<file path="src/rtl/hazard_stall_controller_pkg.sv">
// Shared types and constants for the hazard stall controller.
// Holds the HI/LO tracker state encoding and the register-match helper.
package hazard_stall_controller_pkg;

  typedef enum logic {
    MD_IDLE = 1'b0,
    MD_BUSY = 1'b1
  } md_state_e;

  localparam logic [4:0] REG_ZERO = 5'd0;
  localparam int MULT_LATENCY_DEF = 4;
  localparam int DIV_LATENCY_DEF  = 32;

  // $0 is hardwired, so a write to it never produces a hazard
  function automatic logic reg_match(
    input logic [4:0] dest,
    input logic [4:0] src,
    input logic       uses
  );
    return uses && (dest != REG_ZERO) && (dest == src);
  endfunction

endpackage

</file>
<file path="src/rtl/hazard_stall_controller_muldiv_busy_tracker.sv">
// HI/LO unit busy tracker: IDLE/BUSY FSM with a down-counter.
// Done is asserted for the final busy cycle only.
module muldiv_busy_tracker
  import hazard_stall_controller_pkg::*;
#(
  parameter int MULT_LATENCY = MULT_LATENCY_DEF,
  parameter int DIV_LATENCY  = DIV_LATENCY_DEF
) (
  input  logic clk_i,
  input  logic rst_ni,
  input  logic start_i,
  input  logic is_div_i,
  output logic busy_o,
  output logic done_o
);

  localparam int MAX_LAT =
    (DIV_LATENCY > MULT_LATENCY) ? DIV_LATENCY : MULT_LATENCY;
  localparam int CNT_W = (MAX_LAT > 2) ? $clog2(MAX_LAT) : 1;

  localparam logic [CNT_W-1:0] MULT_LOAD = CNT_W'(MULT_LATENCY - 2);
  localparam logic [CNT_W-1:0] DIV_LOAD  = CNT_W'(DIV_LATENCY - 2);

  md_state_e        state_q, state_d;
  logic [CNT_W-1:0] cnt_q, cnt_d;

  always_ff @(posedge clk_i or negedge rst_ni) begin
    if (!rst_ni) begin
      state_q <= MD_IDLE;
      cnt_q   <= '0;
    end else begin
      state_q <= state_d;
      cnt_q   <= cnt_d;
    end
  end

  always_comb begin
    state_d = state_q;
    cnt_d   = cnt_q;
    done_o  = 1'b0;
    unique case (state_q)
      MD_IDLE: begin
        if (start_i) begin
          state_d = MD_BUSY;
          cnt_d   = is_div_i ? DIV_LOAD : MULT_LOAD;
        end
      end
      MD_BUSY: begin
        // a start here is impossible (HI/LO hazard blocks it) and ignored
        if (cnt_q == '0) begin
          state_d = MD_IDLE;
          done_o  = 1'b1;
        end else begin
          cnt_d = cnt_q - CNT_W'(1);
        end
      end
      default: state_d = MD_IDLE;
    endcase
  end

  assign busy_o = (state_q == MD_BUSY);

endmodule

</file>
<file path="src/rtl/hazard_stall_controller.sv">
// Pipeline sequencer: load-use, ID-branch and HI/LO hazard detection,
// stall/bubble/flush control and a saturating stall-cycle counter.
module hazard_stall_controller
  import hazard_stall_controller_pkg::*;
#(
  parameter int MULT_LATENCY = MULT_LATENCY_DEF,
  parameter int DIV_LATENCY  = DIV_LATENCY_DEF,
  parameter int STALL_CNT_W  = 16
) (
  input  logic                   Clk,
  input  logic                   Rst_n,
  input  logic [4:0]             Rs_ID,
  input  logic [4:0]             Rt_ID,
  input  logic                   UsesRs_ID,
  input  logic                   UsesRt_ID,
  input  logic                   Branch_ID,
  input  logic                   BranchTaken_ID,
  input  logic                   HiLoRead_ID,
  input  logic                   MulDiv_ID,
  input  logic                   MemRead_EX,
  input  logic                   RegWrite_EX,
  input  logic [4:0]             WriteRegAddress_EX,
  input  logic                   MulDivStart_EX,
  input  logic                   MulDivIsDiv_EX,
  input  logic                   MemRead_MEM,
  input  logic                   RegWrite_MEM,
  input  logic [4:0]             WriteRegAddress_MEM,
  output logic                   PCWrite,
  output logic                   IFIDWrite,
  output logic                   IDEXBubble,
  output logic                   IFIDFlush,
  output logic                   MulDivBusy,
  output logic                   MulDivDone,
  output logic [STALL_CNT_W-1:0] StallCount
);

  logic ex_hit, mem_hit;
  logic load_use, branch_haz, hilo_haz;
  logic stall;
  logic [STALL_CNT_W-1:0] stall_cnt_q, stall_cnt_d;

  // a load in MEM is already covered by its RegWrite
  logic unused_mem_read;
  assign unused_mem_read = MemRead_MEM;

  muldiv_busy_tracker #(
    .MULT_LATENCY(MULT_LATENCY),
    .DIV_LATENCY (DIV_LATENCY)
  ) u_tracker (
    .clk_i   (Clk),
    .rst_ni  (Rst_n),
    .start_i (MulDivStart_EX),
    .is_div_i(MulDivIsDiv_EX),
    .busy_o  (MulDivBusy),
    .done_o  (MulDivDone)
  );

  assign ex_hit =
    reg_match(WriteRegAddress_EX, Rs_ID, UsesRs_ID) ||
    reg_match(WriteRegAddress_EX, Rt_ID, UsesRt_ID);

  assign mem_hit =
    reg_match(WriteRegAddress_MEM, Rs_ID, UsesRs_ID) ||
    reg_match(WriteRegAddress_MEM, Rt_ID, UsesRt_ID);

  assign load_use = MemRead_EX && ex_hit;

  // ID compare only sees WB forwarding, so EX and MEM writers stall
  assign branch_haz = Branch_ID &&
    ((RegWrite_EX && ex_hit) || (RegWrite_MEM && mem_hit));

  assign hilo_haz = (HiLoRead_ID || MulDiv_ID) &&
    (MulDivBusy || MulDivStart_EX);

  assign stall = Rst_n && (load_use || branch_haz || hilo_haz);

  assign PCWrite    = !stall;
  assign IFIDWrite  = !stall;
  assign IDEXBubble = stall;
  assign IFIDFlush  = Rst_n && BranchTaken_ID && !stall;

  always_comb begin
    stall_cnt_d = stall_cnt_q;
    if (stall && (stall_cnt_q != '1)) begin
      stall_cnt_d = stall_cnt_q + STALL_CNT_W'(1);
    end
  end

  always_ff @(posedge Clk or negedge Rst_n) begin
    if (!Rst_n) begin
      stall_cnt_q <= '0;
    end else begin
      stall_cnt_q <= stall_cnt_d;
    end
  end

  assign StallCount = stall_cnt_q;

endmodule

</file>
<file path="config.mk">
export PLATFORM = sky130hd
export DESIGN_NAME = hazard_stall_controller
export DESIGN_NICKNAME = d
export VERILOG_FILES = /design/src/rtl/hazard_stall_controller_pkg.sv /design/src/rtl/hazard_stall_controller_muldiv_busy_tracker.sv /design/src/rtl/hazard_stall_controller.sv
export SDC_FILE = /design/constraint.sdc
export NUM_CORES = 1
export LEC_CHECK = 0
export CORE_ASPECT_RATIO = 1.4
export CORE_MARGIN = 2
export CORE_UTILIZATION = 47
export CTS_CLUSTER_DIAMETER = 100
export DETAILED_ROUTE_END_ITERATION = 12
export PLACE_DENSITY = 0.87
export SLEW_MARGIN = 20
export SYNTH_ARGS = -nofsm -noshare
export SYNTH_HDL_FRONTEND = slang
export SYNTH_SLANG_ARGS = --single-unit
</file>
<file path="constraint.sdc">
create_clock -name Clk -period 4.5 [get_ports Clk]
set_clock_uncertainty 0.1 [all_clocks]
set_input_delay 0.675 -clock Clk [delete_from_list [all_inputs] [get_ports Clk]]
set_output_delay 0.675 -clock Clk [all_outputs]
set_load 0.02 [all_outputs]
</file>
After elaboration in Yosys (flattened, before gate mapping)
Cells that the tools add are included.
Cells by class
  add/sub/neg operators: 2
  equal/unequal tests: 7
  multiplexer cells: 9
  bitwise gates (word level): 1
  reductions and logical operators: 29
Operators with widths (number)
  == test 5 bit: 4
  logical AND 1 bit: 17
  adder 16 x 1 -> 16 bit, second input constant: 1
  inequality test 16 bit, second input constant: 1
  two-way mux 5 bit: 3
  one-hot mux 5 bit (2 select lines): 1
  nonzero test 5 bit: 2
  logical OR 1 bit: 7
  logical NOT 5 bit: 1
  subtractor 5 x 1 -> 5 bit, second input constant: 1
  two-way mux 1 bit: 4
  inequality test 2 bit, second input constant: 2
  one-hot mux 1 bit (2 select lines): 1
  AND reduction 2 bit: 1
  logical NOT 1 bit: 1
  inverter 1 bit: 1
Storage, ports and cells
  register bits after elaboration: 22
  input port bits: 34
  output and inout port bits: 22
  word-level logic and storage cells: 51

Longest topological paths before layout
  depth after elaboration: 12
  mapped depth: 7
  mapped depth without buffers: 7

By module
A second synthesis with hierarchy kept.
Unflattened totals
  cell total of the unflattened synthesis: 150
  area total of the unflattened synthesis: 1487.7 um^2
By module, submodules not included
  hazard_stall_controller: times used 1, cells each 120, area an instance 1164.9 um^2, sequential area each 400.4 um^2
  muldiv_busy_tracker: times used 1, cells each 30, area an instance 322.8 um^2, sequential area each 150.1 um^2

Worst setup path before layout
No wires, ideal clock.
  kind: input to output
  from: in WriteRegAddress_MEM[0]
  to: out PCWrite
  data arrival time: 2.393 ns
  required time: 3.725 ns
  setup slack: 1.332 ns
  cell stages on the path: 6
  path buffers: 2
  cells stage by stage: or3_1 -> o311a_1 -> a221oi_4 -> buf_6 -> nand2b_1 -> buf_4
On the way
  cells in the longest elaborated chain, start to end: 11
  elaborated cells between the ends (all ways): 15
  classes of those cells: eq/ne (2); reduce/logical (13)
RTL lines
  start, declared: line hazard_stall_controller.sv:27  | input logic [4:0] WriteRegAddress_MEM,
  nonzero test 5 bit: line hazard_stall_controller_pkg.sv:20  | return uses && (dest != REG_ZERO) && (dest == src);
  logical AND 1 bit (2 in series): line hazard_stall_controller_pkg.sv:20
  logical OR 1 bit (*): line hazard_stall_controller.sv:63  | reg_match(WriteRegAddress_MEM, Rs_ID, UsesRs_ID) ||
  logical AND 1 bit (*): line hazard_stall_controller.sv:70  | ((RegWrite_EX && ex_hit) || (RegWrite_MEM && mem_hit));
  logical OR 1 bit (*): line hazard_stall_controller.sv:70
  logical AND 1 bit (*): line hazard_stall_controller.sv:69  | assign branch_haz = Branch_ID &&
  logical OR 1 bit (*) (2 in series): line hazard_stall_controller.sv:75  | assign stall = Rst_n && (load_use || branch_haz || hilo_haz);
  logical AND 1 bit (*): line hazard_stall_controller.sv:75
  logical NOT 1 bit (*)
  end, declared: line hazard_stall_controller.sv:28  | output logic PCWrite,
Mark *: on every way between the ends. The rest lies on a longest branch, timed or not.

Worst setup path after layout
  from: in WriteRegAddress_MEM[0]
  to: out PCWrite
On the way
  cells in the longest elaborated chain, start to end: 11
  elaborated cells between the ends (all ways): 15
  classes of those cells: eq/ne (2); reduce/logical (13)
RTL lines
  nonzero test 5 bit: line hazard_stall_controller_pkg.sv:20
  logical AND 1 bit (2 in series): line hazard_stall_controller_pkg.sv:20
  logical OR 1 bit (*): line hazard_stall_controller.sv:63
  logical AND 1 bit (*): line hazard_stall_controller.sv:70
  logical OR 1 bit (*): line hazard_stall_controller.sv:70
  logical AND 1 bit (*): line hazard_stall_controller.sv:69
  logical OR 1 bit (*) (2 in series): line hazard_stall_controller.sv:75
  logical AND 1 bit (*): line hazard_stall_controller.sv:75
  logical NOT 1 bit (*): line hazard_stall_controller.sv:77  | assign PCWrite = !stall;
Marks and branches as above.

==> metrics.md <==
| Metric | Value |
|---|---|
| Ys Warns | `0` |
| Max stage delay on crit path | `roughly 0.63 ns` |
| Critical Path Sink Type | `primary output` |
| GRT Overall Usage | `0.213` |
| Worst-path cell chain | `clkdlybuf4s50_1 > or3_1 > o311a_1 > a221oi_4 > nand2b_1 > clkdlybuf4s50_1` |
| Reg clk slew, reported paths | `0.08 ns` |
| Drt drc | `0` |
| Die X-Extent | `between 50 and 60 um` |
| RSZ-0062 raised after global routing | `false` |
| Most common cell on crit path | `clkdlybuf4s50_1` |
| Setup Crit Path Kind | `in2out` |
| Num rows | `24` |
| Number of port buffers | `54` |
| Cts repair resizes | `0` |
| Main synth FF type | `dfrtp_1` |
| CP Max Fanout | `3` |
| Setup bufs post-CTS | `0` |
| Clock Path Buffers | `2` |
| # setup viols final | `0` |
| Initial Util | `0.482` |
| Skew-Pair Late Insertion Delay | `0.26 ns` |
| Largest net degree at the start of global routing | `21` |
| Fin. max-slew vios | `0` |
| Crit path max-delay family | `buffers and inverters` |
| Part of the power in combinational logic | `0.448` |
| Leading area contributor after synthesis | `dfrtp_1` |
| Synth top area share | `0.373` |
| Yosys reg bits | `22` |
| Ant diodes | `0` |
| Initial antenna violation count | `0` |
| ANT nets after route | `0` |
| Cells after Synth | `about 160` |
| Setup TNS | `0 ns` |
| Grt ovf | `0` |
| Top-count cell post-synth | `xnor2_1` |
| TritonRoute pass-1 iters | `4` |
| Die height | `between 70 and 80 um` |
| CTS tree | `done` |
| Die area | `around 0.0036 sq mm` |
| Dpl ws | `between 0.6 and 0.7 ns` |
| Highest-delay cell along the critical path | `clkdlybuf4s50_1` |
| Largest cells by area after synthesis | `dfrtp_1 37%, xnor2_1 14%, xor2_1 7.1%` |
| Layout cell share with drive strength beyond 1 | `0.0425` |
| Final nets | `approximately 250` |
| Hold WC Path Type | `reg2reg` |
| Final Routed Wirelength | `about 3600 um` |
| Final min period | `3.84 ns` |
| GPL Wtd Cong | `approximately 0.73` |
| Syn_area_per_cell | `around 9.4 sq um` |
| Power Density | `between 300 and 400 mW/mm^2` |
| Net switching power | `around 0.31 mW` |
| Total CTS buffers | `3` |
| Leakage Power | `around 0.87 nW` |
| Synth Cell Area | `approximately 0.0015 sq mm` |
| Least-Margin Pin Slew | `about 0.55 ns` |
| Worst setup SP type | `primary input` |
| Synth top cells by count | `23 x xnor2_1, 22 x dfrtp_1, 12 x xor2_1, 10 x nand3_1, 9 x a21oi_1` |
| H-tree depth | `1` |
| Vias/cell | `between 5 and 6` |
| Synthesized net count | `a little under 200` |
| Storage cell area | `between 500 and 600 sq um` |
| Final worst path period share | `0.854` |
| WL/cell | `between 10 and 15 um` |
| Peak supply drop | `0.345 mV` |
| Filler Cell Count | `254` |
| Final Hold Vio Count | `0` |
| MaxCap Viol Count | `0` |
| Multi-input logic area | `877 sq um` |
| CTS root buf | `clkbuf_8` |
| CTS Sinks | `22` |
| Switch share | `0.378` |
| Sequential share of the synthesized area | `0.373` |
| Io pins | `between 50 and 60` |
| First DRT Iteration DRCs | `31` |
| EDFF count, synth | `0` |
| Worst EP arrival | `3.07 ns` |
| Clock group share of total power | `0.150` |
| Relative slew margins | `0.633` |
| First-pass GRT wire length | `5850 um` |
| Detail Placement HPWL | `roughly 2700 um` |
| Sequential Power Share | `0.403` |
| Synth cell types | `35` |
| CP bufs+invs | `2` |
| Layout area overhead | `42.2%` |
| CORE AREA | `0.00306 sq mm` |
| Setup ws final | `0.658 ns` |
| Int Power | `between 0.5 and 0.6 mW` |
| Number of global-route vias before repair | `roughly 1300` |
| Post-synth ARST share | `1.00` |
| Critical Path RT | `~3.7 ns` |
| Status | `finished clean` |
| DR vias | `around 1300` |
| Post-CTS Hold Buffers | `0` |
| Fmax | `roughly 0.26 GHz` |
layout make-up:
type	count	share of cell area
Tap cell	39	0.0232
Timing Repair Buffer	57	0.268
Inverter	5	0.00894
Clock buffer	3	0.0197
Sequential cell	22	0.262
Multi-Input combinational cell	125	0.418
state kept, by name, summed over array words and instances, names as in the netlist:
register	count
u_tracker.busy_o	1
StallCount	16
u_tracker.cnt_q	5
layer usage:
layer	share of wire	GRT usage	vias to the layer above
met1	0.40	0.239	624
li1	-	-	670
met4	0.015	0.0789	0
met5	0	0	-
met3	0.080	0.0556	5
met2	0.51	0.375	43
cells in the final DEF (no fill, tap or decap), types with 2 or more instances in the layout:
cell,instances
nor3_1,8
or3_1,3
o22ai_1,2
clkbuf_8,3
nor2b_1,3
and3_1,7
a21oi_1,9
buf_4,3
ha_1,3
nand2_1,7
nor3b_1,7
xor2_1,12
a211oi_1,3
xnor2_1,23
inv_1,5
nand3_1,10
nand4_1,5
nor2_1,8
clkdlybuf4s50_1,54
dfrtp_1,22
worst paths after layout:
kind	from	to	slack, ns	cells after the start
max reg2reg	StallCount[0]	StallCount[1]	2.38	7
min reg2reg	StallCount[8]	StallCount[8]	0.39	1
min	StallCount[8]	StallCount[8]	0.39	1
max in group asynchronous	Rst_n	u_tracker.cnt_q[0]	3.05	2
max	WriteRegAddress_MEM[0]	PCWrite	0.66	6
min in group asynchronous	Rst_n	StallCount[11]	0.64	1
through the flow:
step / util / hold WS [ns] / power [mW] / instance area (sq um) / std cells
floorplan: - / 0.279 / 0.541 / 1480 / 157
global placement: 0.672 / 0.370 / 0.693 / 2060 / 248
detailed placement: 0.672 / 0.376 / 0.698 / 2060 / 248
CTS: 0.685 / 0.389 / 0.825 / 2100 / 251
global route: 0.685 / 0.419 / 0.879 / 2100 / 251
finish: 0.685 / 0.385 / 0.820 / 2100 / 251
kinds of logic (layout without fill, tap and decap cells):
group	count (synthesis)	in the layout	synth area share
AOI/OAI and AO/OA	18	18	0.0881
xor gates and xnor gates	35	35	0.208
adders and majority gates	3	3	0.0254
buffers and inverters	10	65	0.0331
DFF	22	22	0.373
muxes	3	3	0.0220
and+or+nand+nor	66	66	0.251
power groups by stage:
stage | Sequential (mW) | Clock (mW) | Combinational (mW)
after floorplan | 0.350 | 0 | 0.191
after global placement | 0.332 | 0 | 0.361
after detailed placement | 0.332 | 0 | 0.366
after CTS | 0.329 | 0.125 | 0.370
after global routing | 0.342 | 0.135 | 0.402
final | 0.330 | 0.123 | 0.367
(Power assumes the default switching activity.)
